[config.mk]
export PLATFORM = sky130hd
export DESIGN_NAME = ctrl_pipeline
export DESIGN_NICKNAME = d
export VERILOG_FILES = /design/src/rtl/ctrl_pipeline.sv
export SDC_FILE = /design/constraint.sdc
export NUM_CORES = 1
export LEC_CHECK = 0
export CORE_MARGIN = 2
export CORE_UTILIZATION = 51
export CTS_CLUSTER_DIAMETER = 200
export DETAILED_ROUTE_END_ITERATION = 8
export MAX_ROUTING_LAYER = met4
export PLACE_DENSITY = 0.88
export SETUP_SLACK_MARGIN = 0.3
export SLEW_MARGIN = 20
export SYNTH_ARGS = -nofsm -noshare
export SYNTH_HDL_FRONTEND = slang
export SYNTH_SLANG_ARGS = --single-unit
export TNS_END_PERCENT = 10
[constraint.sdc]
create_clock -name clk -period 4 [get_ports clk]
set_input_delay 0.4 -clock clk [delete_from_list [all_inputs] [get_ports clk]]
set_output_delay 0.4 -clock clk [all_outputs]
set_load 0.02 [all_outputs]
[src/rtl/ctrl_pipeline.sv]
// ctrl_pipeline: carries decoded control and Rd through the E/M/W stages, handles stall/flush
// bubbles, computes the PC redirect in Execute and counts retired instructions.
module ctrl_pipeline #(
  parameter int RD_W  = 5,
  parameter int CNT_W = 32
) (
  input  logic             clk,
  input  logic             rst,
  input  logic             ValidD,
  input  logic             RegWriteD,
  input  logic [1:0]       ResultSrcD,
  input  logic             MemWriteD,
  input  logic             JumpD,
  input  logic             BranchD,
  input  logic [3:0]       ALUControlD,
  input  logic             ALUSrcD,
  input  logic [1:0]       MemStrobeD,
  input  logic [RD_W-1:0]  RdD,
  input  logic             StallE,
  input  logic             FlushE,
  input  logic             BranchTakenE,
  output logic [3:0]       ALUControlE,
  output logic             ALUSrcE,
  output logic [1:0]       ResultSrcE,
  output logic [RD_W-1:0]  RdE,
  output logic             PCSrcE,
  output logic             RegWriteM,
  output logic             MemWriteM,
  output logic [1:0]       MemStrobeM,
  output logic [1:0]       ResultSrcM,
  output logic [RD_W-1:0]  RdM,
  output logic             RegWriteW,
  output logic [1:0]       ResultSrcW,
  output logic [RD_W-1:0]  RdW,
  output logic [CNT_W-1:0] RetireCnt
);
  typedef struct packed {
    logic            v;
    logic            rw;
    logic [1:0]      rs;
    logic            mw;
    logic            j;
    logic            b;
    logic [3:0]      alu;
    logic            as;
    logic [1:0]      ms;
    logic [RD_W-1:0] rd;
  } e_t;
  typedef struct packed {
    logic            v;
    logic            rw;
    logic [1:0]      rs;
    logic            mw;
    logic [1:0]      ms;
    logic [RD_W-1:0] rd;
  } m_t;
  typedef struct packed {
    logic            v;
    logic            rw;
    logic [1:0]      rs;
    logic [RD_W-1:0] rd;
  } w_t;
  e_t e_q, e_d, d_in;
  m_t m_q, m_d;
  w_t w_q, w_d;
  logic [CNT_W-1:0] cnt_q, cnt_d;
  always_comb begin
    d_in = '{v: 1'b1, rw: RegWriteD, rs: ResultSrcD, mw: MemWriteD, j: JumpD, b: BranchD,
             alu: ALUControlD, as: ALUSrcD, ms: MemStrobeD, rd: RdD};
    e_d = FlushE ? '0 : StallE ? e_q : ValidD ? d_in : '0;
    // a stalled E instruction must not also advance, so M takes a bubble instead
    m_d = (StallE && !FlushE) ? '0 : '{v: e_q.v, rw: e_q.rw, rs: e_q.rs, mw: e_q.mw, ms: e_q.ms, rd: e_q.rd};
    w_d = '{v: m_q.v, rw: m_q.rw, rs: m_q.rs, rd: m_q.rd};
    cnt_d = cnt_q + CNT_W'(w_q.v);
  end
  always_ff @(posedge clk or posedge rst) begin
    if (rst) begin
      e_q   <= '0;
      m_q   <= '0;
      w_q   <= '0;
      cnt_q <= '0;
    end else begin
      e_q   <= e_d;
      m_q   <= m_d;
      w_q   <= w_d;
      cnt_q <= cnt_d;
    end
  end
  assign ALUControlE = e_q.alu;
  assign ALUSrcE     = e_q.as;
  assign ResultSrcE  = e_q.rs;
  assign RdE         = e_q.rd;
  assign PCSrcE      = e_q.v & (e_q.j | (e_q.b & BranchTakenE));
  assign RegWriteM   = m_q.rw;
  assign MemWriteM   = m_q.mw;
  assign MemStrobeM  = m_q.ms;
  assign ResultSrcM  = m_q.rs;
  assign RdM         = m_q.rd;
  assign RegWriteW   = w_q.rw;
  assign ResultSrcW  = w_q.rs;
  assign RdW         = w_q.rd;
  assign RetireCnt   = cnt_q;
endmodule

[Yosys cells after proc, flatten, opt, wreduce, memory -nomap -nowiden]
Index checks and enable logic that the tools add are counted.
Word-level totals
  memory bits (writable): 0
  word-level logic and storage cells: 32
  input bits: 24
  output and inout bits: 64
  memory bits (read-only): 0
  bits in registers: 72
  memories: 0
  bits in latches: 0
Cells by class
  bitwise gates (word level): 3
  $mul: 0
  $lt $le $gt $ge: 0
  muxes and demuxes: 4
  shift-type cells: 0
  div/mod/pow operators: 0
  reduce and logical (&&, ||, !) cells: 2
  $add $sub $neg: 1
  equality and inequality tests: 1
Operators with widths (count)
  $mux W19: 3
  $add A32 B1 Y32: 1
  $mux W12: 1
  $and A1 B1 Y1: 2
  $ne A2 B1 Y1 const B: 1
  $logic_and A1 B1 Y1: 1
  $logic_not A1 Y1: 1
  $or A1 B1 Y1: 1

[Depth between registers and ports, before layout]
Gate-level depths: netlist (run 1).
  depth after elaboration: 3
  gate-level depth with buffers: 6
  depth with buffers taken out: 5

[Worst setup path before layout (run 1)]
OpenSTA, ideal clock, no wires.
  path type: reg2reg
  start point: register cnt_q[0] (netlist: RetireCnt[0])
  end point: register cnt_q[10] (netlist: RetireCnt[10])
  setup slack: 2.235 ns
  path buffers: 1
  arrival time: 1.635 ns
  stages on the path, launching flop included: 7
  period minus slack after synthesis: 1.765 ns
  setup time: 0.129 ns
  cell sequence: dfrtp_1 > ha_1 > ha_1 > and3_1 > clkbuf_1 > nand4_1 > xnor2_1
Between the ends
  longest elaborated chain between the ends: 1
Ends and longest elaborated chain
  start, declared: line 66  | logic [CNT_W-1:0] cnt_q, cnt_d;
  start signal, assigned: line 86  | cnt_q <= cnt_d;
  $add A32 B1 Y32: line 74  | cnt_d = cnt_q + CNT_W'(w_q.v);
  via cnt_d[10]: line 66
The timed path passes the listed nets, and every way through them passes these cells.
A chain may end at the register's enable or synchronous reset.

[Final worst setup path (run 1)]
  start point: input BranchTakenE
  end point: output PCSrcE
Between the ends
  longest elaborated chain between the ends: 3
Ends and longest elaborated chain
  start, declared: line 21  | input logic BranchTakenE,
  $and A1 B1 Y1: line 93  | assign PCSrcE = e_q.v & (e_q.j | (e_q.b & BranchTakenE));
  $or A1 B1 Y1: line 93
  $and A1 B1 Y1: line 93
  end, declared: line 26  | output logic PCSrcE,
No other way between the ends.

==> results.txt, run 1 <==
status = complete, no violations
Die Y = 82.0 um
CTS tree = yes
clock tree sinks = 72
Min-Delay Path Depth = 0
Non-Filler Instances = 381
Hold Vio Cnt, Final = 0
Cells after DPL = 365
setup TNS = 0 ns
DR vias = 1989
Post-CTS Setup Inserts = 0
worst-margin pin slew = 0.869 ns
DR vias/cell = 5.22
Mapped Cells = 236
Max-slew headroom = 0.420
area grow syn2layout = 32.4%
number of synthesized register bits = 72
Leak Pwr = 1.92 nW
# nets final = 328
DIE AREA = 0.00672 mm2
hold crit path type = flip-flop to flip-flop
Setup crit start kind = input pin
syn_nets = 263
# diodes = 0
Req. time, crit path = 3.60 ns
clock slew at reported path FFs = 0.07 ns
Worst-Skew Late Latency = 0.34 ns
Power Density = 416 mW/mm2
Worst EP arrival = 1.63 ns
share of layout cells above drive strength 1 = 0.114
initial DRC count = 47
DR DRC count = 0
Max Root-Sink Buffers = 2
TritonRoute pass-1 iters = 4
sequential fraction of the synthesis area = 0.581
first-pass GRT wire length = 9270 um
row cnt = 28
most common cell after layout, fill and taps aside = clkdlybuf4s50_1
hpwl dp = 4150 um
PortBufs = 87
critical path cell sequence = clkdlybuf4s50_1 -> a21oi_1 -> nor2b_1 -> clkdlybuf4s50_1
clock skew = 0.00631 ns
Crit path largest cell delay = 0.61 ns
Slowest-stage cell, CP = clkdlybuf4s50_1
max_cap viols = 0
post-synthesis cell area = 0.00310 mm2
Avg Inst Size Synth = 13.1 um2
final core utilization = 0.697
Root Buffer = clkbuf_8
Detail Route Antenna Nets = 0
Resized Gates After CTS = 0
Initial Util = 0.527
Worst setup EP type = output pin
IO Pins = 88
f_max = 492 MHz
total gr overflow = 0
RSZ-0062 raised after global routing = false
R2R depth = 5
Post-CTS Hold Buffers = 0
initial antenna violation count = 0
worst-path maximum fanout = 1
H-tree levels = 3
Final period util = 0.508
min Tclk post-route = 2.03 ns
Final setup viols = 0
die span in x = 82.0 um
largest net degree at the start of global routing = 43
routed len/inst = 14.8 um
Routed WL = 5650 um
Routability Congestion = 0.786
global-route usage over all layers = 0.188
Core Region = 0.00589 mm2
Fillers = 430
Yosys cell types = 30
final slew viol count = 0
CTS buffer count = 9
vias in the first global route = 1984
crit path kind = input pin to output pin
CP most frequent cell = clkdlybuf4s50_1
Peak VDD IR = 0.000346 V
yosys warns = 0
most frequent cells in the layout = clkdlybuf4s50_1, dfrtp_1, a22o_1
[worst max-delay path, delay by kind of cell]
family | cells | cell delay [ns]
buf+inv | 2 | 1.06
simple gates | 1 | 0.11
compound gates | 1 | 0.06
[power by group]
part / internal, mW / switching [mW]
Sequential: 0.764 / 0.0538
Combinational: 0.0989 / 0.0921
Clock: 0.434 / 0.265
Total: 1.30 / 0.411
[cells in the mapped netlist]
library cell / count / area [um2]
a22o_1: 18 / 158
inv_1: 3 / 11.3
a21o_1: 1 / 7.51
ha_1: 3 / 37.5
buf_6: 1 / 11.3
and4_4: 2 / 22.5
nand4_1: 5 / 31.3
nor4_4: 5 / 106
and3_1: 3 / 18.8
a21oi_1: 1 / 5.00
nor4_1: 3 / 18.8
nand2_1: 9 / 33.8
clkbuf_1: 5 / 18.8
and3_2: 1 / 7.51
nand3_4: 2 / 35.0
and4_1: 3 / 26.3
and2_1: 3 / 18.8
xor2_1: 13 / 114
nor2_1: 1 / 3.75
dfrtp_1: 72 / 1800
nand4_4: 2 / 42.5
buf_2: 2 / 10.0
nand3_1: 12 / 60.1
or3b_4: 1 / 11.3
nand4_2: 1 / 12.5
xnor2_1: 17 / 149
buf_4: 27 / 203
nor3_1: 5 / 25.0
nor2b_1: 14 / 87.6
nor3b_2: 1 / 12.5
[routing by layer]
metal | vias up | track usage | part of all wire
met3 | 13 | 0.0593 | 0.065
met5 | - | - | 0
li1 | 922 | - | -
met2 | 78 | 0.308 | 0.51
met4 | 0 | 0.0750 | 0.016
met1 | 976 | 0.216 | 0.41
[kinds of logic after synthesis]
kind of cell | Yosys count | synth area share
fa+ha+maj | 3 | 0.0121
flops | 72 | 0.581
xor+xnor | 30 | 0.0847
buf+inv | 38 | 0.0819
compound gates | 20 | 0.0549
simple gates | 73 | 0.185
[through the flow]
step	cell area (um2)	hold WS (ns)	worst slack [ns]	power, mW
after floorplan	3100	0.331	1.78	0.927
after global placement	3840	0.336	1.91	1.02
after detailed placement	3840	0.335	1.84	1.03
after CTS	4090	0.352	1.96	1.73
after global routing	4100	0.358	1.88	1.77
final	4100	0.351	1.97	1.71
[final timing paths]
check	from	endpoint	slack, ns
setup / recovery	BranchTakenE	PCSrcE	1.97
hold / removal	m_q[11]	w_q[8]	0.35
setup reg to reg	RetireCnt[0]	RetireCnt[28]	2.16
hold reg to reg	m_q[11]	w_q[8]	0.35
max in group asynchronous	rst	e_q[17]	2.44
min in group asynchronous	rst	RetireCnt[12]	0.56
[area by class of cell]
type,count,area [um2],share of cell area
tap,75,93.8,0.0229
sequential,72,1800,0.439
timing repair buffer,89,886,0.216
multi-input combinational,126,1060,0.258
clock buffer,10,138,0.0335
inverter,3,11.3,0.00274
clock inverter,6,115,0.0280
[registers in the layout, indices dropped and copies added, names as in the netlist]
name,flops
ALUControlE,4
ALUSrcE,1
MemStrobeM,2
MemWriteM,1
RdE,5
RdM,5
RdW,5
RegWriteM,1
RegWriteW,1
ResultSrcE,2
ResultSrcM,2
ResultSrcW,2
RetireCnt,32
e_q,7
m_q,1
w_q,1
Note: power is estimated with default switching activity, not from simulation.
==> run 2: changes to the inputs <==
- CORE_UTILIZATION: 51 -> 47
- PLACE_DENSITY: 0.88 -> 0.82
- clock period: 4 -> 2.05 ns (I/O delays scaled with it)
==> run 2 against run 1 <==
Compared with the run above: design area increased by 1.1%; critical path depth decreased by 1; worst setup slack lost 1.6 ns; wire length grew 3.0%; clock power grew 69%; clock skew about the same; hold slack got worse by 0.15 ns; via count decreased by 1.1%; register-to-register slack got worse by 1.8 ns; non-clock buffer count up 5; sequential share of layout area fell by 0.43 points; critical path type is now flip-flop to output pin; largest cell class unchanged.
==> results.txt, run 2 (synthesis results as in run 1) <==
kind of cell adding the most delay to the critical path = buffers and inverters
first-pass GRT wire length = 9850 um
Worst EP arrival = 1.53 ns
PortBufs = 87
CTS buffer count = 9
TritonRoute pass-1 iters = 4
initial DRC count = 80
Fillers = 479
critical path cell sequence = a21oi_1 -> nor2b_1 -> clkdlybuf4s50_1
Final period util = 0.845
register area = 0.00180 mm2
DR vias/cell = 5.07
Worst-Skew Late Latency = 0.33 ns
largest net degree at the start of global routing = 32
Max-slew headroom = 0.739
Routability Congestion = 0.793
Post-CTS Hold Buffers = 0
Slowest-stage cell, CP = clkdlybuf4s50_1
Largest register FFs = 32
status = complete, no violations
IO Pins = 88
# nets final = 333
DR DRC count = 0
final slew viol count = 0
Crit path largest cell delay = 0.61 ns
most common cell after layout, fill and taps aside = clkdlybuf4s50_1
worst-margin pin slew = 0.391 ns
die span in x = 85.2 um
RSZ-0062 raised after global routing = true
crit path kind = flip-flop to output pin
CTS tree = yes
Initial Util = 0.488
global-route usage over all layers = 0.176
Req. time, crit path = 1.85 ns
clock skew = 0.00585 ns
Setup crit start kind = flip-flop
Final setup viols = 0
routed len/inst = 15.0 um
Detail Route Antenna Nets = 0
H-tree levels = 3
Root Buffer = clkbuf_8
max_cap viols = 0
row cnt = 29
# diodes = 0
vias in the first global route = 2052
Bufs and invs on worst path = 1
total gr overflow = 0
Hold Vio Cnt, Final = 0
Worst setup EP type = output pin
Max Root-Sink Buffers = 2
Multi-input gate area = 0.00107 mm2
worst-path maximum fanout = 2
initial antenna violation count = 0
PnR Total Power = 3.16 mW
DR vias = 1968
area grow syn2layout = 33.8%
hold crit path type = input pin to async pin
min Tclk post-route = 1.73 ns
setup TNS = 0 ns
Power Density = 763 mW/mm2
Core Region = 0.00635 mm2
f_max = 577 MHz
share of layout cells above drive strength 1 = 0.145
DIE AREA = 0.00726 mm2
Peak VDD IR = 0.000404 V
Die Y = 85.2 um
most frequent cells in the layout = clkdlybuf4s50_1, dfrtp_1, a22o_1
clock tree sinks = 72
clock slew at reported path FFs = 0.07 ns
Routed WL = 5810 um
hpwl dp = 4260 um
Leak Pwr = 1.93 nW
## run 2: changes by cell type in the layout (fill, tap and decap cells not counted), sizes merged
cell,delta
clkinvlp,+1
inv,-2
buf,+5
clkinv,+1
clkbuf,+2
bufinv,-2
## run 2: routing by layer
metal / GRT usage / up-vias / part of all wire
li1: - / 933 / -
met1: 0.217 / 957 / 0.41
met2: 0.276 / 74 / 0.51
met3: 0.0613 / 4 / 0.076
met4: 0.0534 / 0 / 0.0050
met5: - / - / 0
## run 2: cell type report
cell class                      count  area share
Inverter                            3     0.00362
Multi-Input combinational cell    126       0.258
Tap cell                           77      0.0232
Timing Repair Buffer               94       0.229
Clock buffer                       12      0.0398
Sequential cell                    72       0.435
Clock inverter                      4      0.0124
## run 2: final timing paths
path | start | endpoint | slack (ns) | cells after the start
max | e_q[12] | PCSrcE | 0.32 | 3
min | rst | RetireCnt[12] | 0.20 | 2
max reg2reg | RetireCnt[7] | RetireCnt[27] | 0.40 | 5
min reg2reg | m_q[11] | w_q[8] | 0.35 | 0
max in group asynchronous | rst | RetireCnt[28] | 1.35 | 3
min in group clk | m_q[11] | w_q[8] | 0.35 | 0
## run 2: where the power goes
| group | internal (mW) | total (mW) | leakage, nW | switching [mW] |
|---|---|---|---|---|
| Sequential | 1.49 | 1.60 | 0.985 | 0.106 |
| Combinational | 0.199 | 0.389 | 0.833 | 0.190 |
| Clock | 0.662 | 1.18 | 0.109 | 0.513 |
## run 2: timing repair
action / in CTS / in global routing
setup endpoints to repair: 3 / 17
buffers inserted: 0 / 1
resized for setup: 1 / 4
pin swaps: 0 / 0
hold endpoints to repair: 0 / 0
## run 2: per-stage QoR
stage | worst slack, ns | instance area (um2) | hold WS (ns) | utilization | instances
finish | 0.318 | 4150 | 0.203 | 0.653 | 388
detailed placement | 0.303 | 3890 | 0.336 | 0.612 | 371
global placement | 0.401 | 3890 | 0.335 | 0.612 | 371
global route | 0.245 | 4150 | 0.215 | 0.653 | 388
CTS | 0.288 | 4110 | 0.204 | 0.647 | 387
floorplan | 0.285 | 3100 | 0.331 | - | 236
==> run 3: changes to the inputs <==
- clock period: 2.05 -> 1.7 ns (I/O delays scaled with it)
==> run 3 against run 2 <==
Compared with the run above: power up 32%; combinational power up 33%; sequential share of layout area down 2.4 points; clock skew up 0.0020 ns; die area unchanged; first-iteration DRC count up 6.3%; core utilization up 4.0 points; non-clock buffer count up 18; hold slack worse by 0.030 ns; cell count up 4.6%; via count up 4.7%.
==> results.txt, run 3 (synthesis results as in run 1) <==
DIE AREA = 0.00726 mm2
# nets final = 351
global-route usage over all layers = 0.186
hold crit path type = input pin to async pin
reg2reg end = RetireCnt[30]
worst-margin pin slew = 0.356 ns
Peak VDD IR = 0.000684 V
area grow syn2layout = 42.0%
min Tclk post-route = 1.60 ns
row cnt = 29
H-tree levels = 3
Reg2Reg Setup Slack = 0.1 ns
final core utilization = 0.694
switching part of the total = 0.239
RSZ-0062 raised after global routing = true
Max-slew headroom = 0.762
PnR Total Power = 4.19 mW
worst-path maximum fanout = 5
DR vias = 2061
DR vias/cell = 5.08
Worst-Skew Late Latency = 0.35 ns
die span in x = 85.2 um
Routability Congestion = 0.817
CTS buffer count = 9
clock slew at reported path FFs = 0.08 ns
Worst setup EP type = flip-flop
Worst EP arrival = 1.87 ns
share of layout cells above drive strength 1 = 0.210
Req. time, crit path = 1.97 ns
Core Region = 0.00635 mm2
max_cap viols = 0
f_max = 624 MHz
Final period util = 0.943
Power Density = 951 mW/mm2
Initial Util = 0.488
Detail Route Antenna Nets = 0
FF-to-FF Start = RetireCnt[23]
routed len/inst = 15.2 um
most frequent cells in the layout = clkdlybuf4s50_1, dfrtp_1, buf_4
sequential power share = 0.455
hpwl dp = 4300 um
Leak Pwr = 2.14 nW
Clock Power Share = 0.421
Post-CTS Hold Buffers = 0
clock skew = 0.00784 ns
total gr overflow = 0
Die Y = 85.2 um
Setup crit start kind = flip-flop
R2R depth = 4
CTS tree = yes
first-pass GRT wire length = 10200 um
largest net degree at the start of global routing = 37
clock tree sinks = 72
DR DRC count = 0
# diodes = 0
Fillers = 459
Root Buffer = clkbuf_8
combinational power share = 0.124
Final setup viols = 0
Cell Int Power = 3.19 mW
TritonRoute pass-1 iters = 4
most common cell after layout, fill and taps aside = clkdlybuf4s50_1
Switching Power = 1.00 mW
final slew viol count = 0
initial antenna violation count = 0
Largest register FFs = 32
vias in the first global route = 2121
PortBufs = 87
initial DRC count = 85
Max Root-Sink Buffers = 2
Routed WL = 6170 um
IO Pins = 88
crit path kind = flip-flop to flip-flop
status = complete, no violations
Hold Vio Cnt, Final = 0
## run 3: changes by cell type in the layout (fill, tap and decap cells not counted), moves of 2 or more
| cell | previous run | this run |
|---|---|---|
| buf_4 | 5 | 20 |
| clkdlybuf4s50_1 | 87 | 78 |
| dlygate4sd2_1 | 0 | 5 |
| bufinv_16 | 1 | 4 |
| clkbuf_8 | 12 | 9 |
| dfrtp_1 | 71 | 68 |
| dfrtp_2 | 1 | 4 |
| buf_6 | 0 | 2 |
| clkbuf_1 | 0 | 2 |
| clkdlybuf4s15_1 | 0 | 2 |
| nor4_2 | 3 | 1 |
| nor4_4 | 5 | 7 |
## run 3: repair_timing
| action | in CTS | in global routing |
|---|---|---|
| gates resized for setup | 13 | 20 |
| buffers inserted | 0 | 8 |
| pin swaps | 0 | 13 |
| hold endpoints to repair | 0 | 0 |
| setup endpoints to repair | 84 | 84 |
## run 3: critical path, cell delays in order (launching register included)
cell     delay, ns
dfrtp_1       0.40
and3_4        0.23
or3b_4        0.42
nor4_4        0.29
xor2_1        0.18
## run 3: layout make-up
cell class                 count  area [um2]  area share
clock buffer                  11         131      0.0298
clock inverter                 5         129      0.0293
inverter                       3        15.0     0.00341
multi-input combinational    126        1120       0.255
sequential                    72        1810       0.410
tap                           77        96.3      0.0219
timing repair buffer         112        1100       0.250
## run 3: worst max path at each step
stage                    endpoint           from  slack, ns  cells after the start
finish              RetireCnt[30]  RetireCnt[23]        0.1                      4
global route        RetireCnt[18]   RetireCnt[0]       0.04                      6
CTS                 RetireCnt[26]  RetireCnt[26]       0.07                      1
detailed placement  RetireCnt[30]  RetireCnt[10]       0.11                      5
global placement           PCSrcE   BranchTakenE       0.14                      4
floorplan           RetireCnt[10]   RetireCnt[0]      -0.06                      6
## run 3: through the flow
| step | instance area [um2] | worst slack, ns | setup TNS, ns | cells | hold slack [ns] |
|---|---|---|---|---|---|
| after floorplan | 3100 | -0.0648 | -0.286 | 236 | 0.303 |
| after global placement | 4000 | 0.143 | 0 | 382 | 0.335 |
| after detailed placement | 4000 | 0.110 | 0 | 382 | 0.337 |
| after CTS | 4250 | 0.0714 | 0 | 398 | 0.173 |
| after global routing | 4400 | 0.0367 | 0 | 406 | 0.179 |
| final | 4400 | 0.0967 | 0 | 406 | 0.174 |
## run 3: power by group through the flow
| stage | clock (mW) | sequential, mW | combinational, mW |
|---|---|---|---|
| 2_1_floorplan | 0 | 1.97 | 0.211 |
| 3_3_place_gp | 0 | 1.93 | 0.532 |
| 3_5_place_dp | 0 | 1.93 | 0.547 |
| 4_1_cts | 1.79 | 1.90 | 0.525 |
| 5_1_grt | 1.87 | 1.92 | 0.564 |
| 6_report | 1.76 | 1.91 | 0.517 |
## run 3: routing by layer
metal / vias to the layer above / GRT usage / share of wire
met4: 0 / 0.0909 / 0.021
met5: - / - / 0
met1: 997 / 0.226 / 0.42
met3: 13 / 0.0516 / 0.066
li1: 973 / - / -
met2: 78 / 0.286 / 0.49
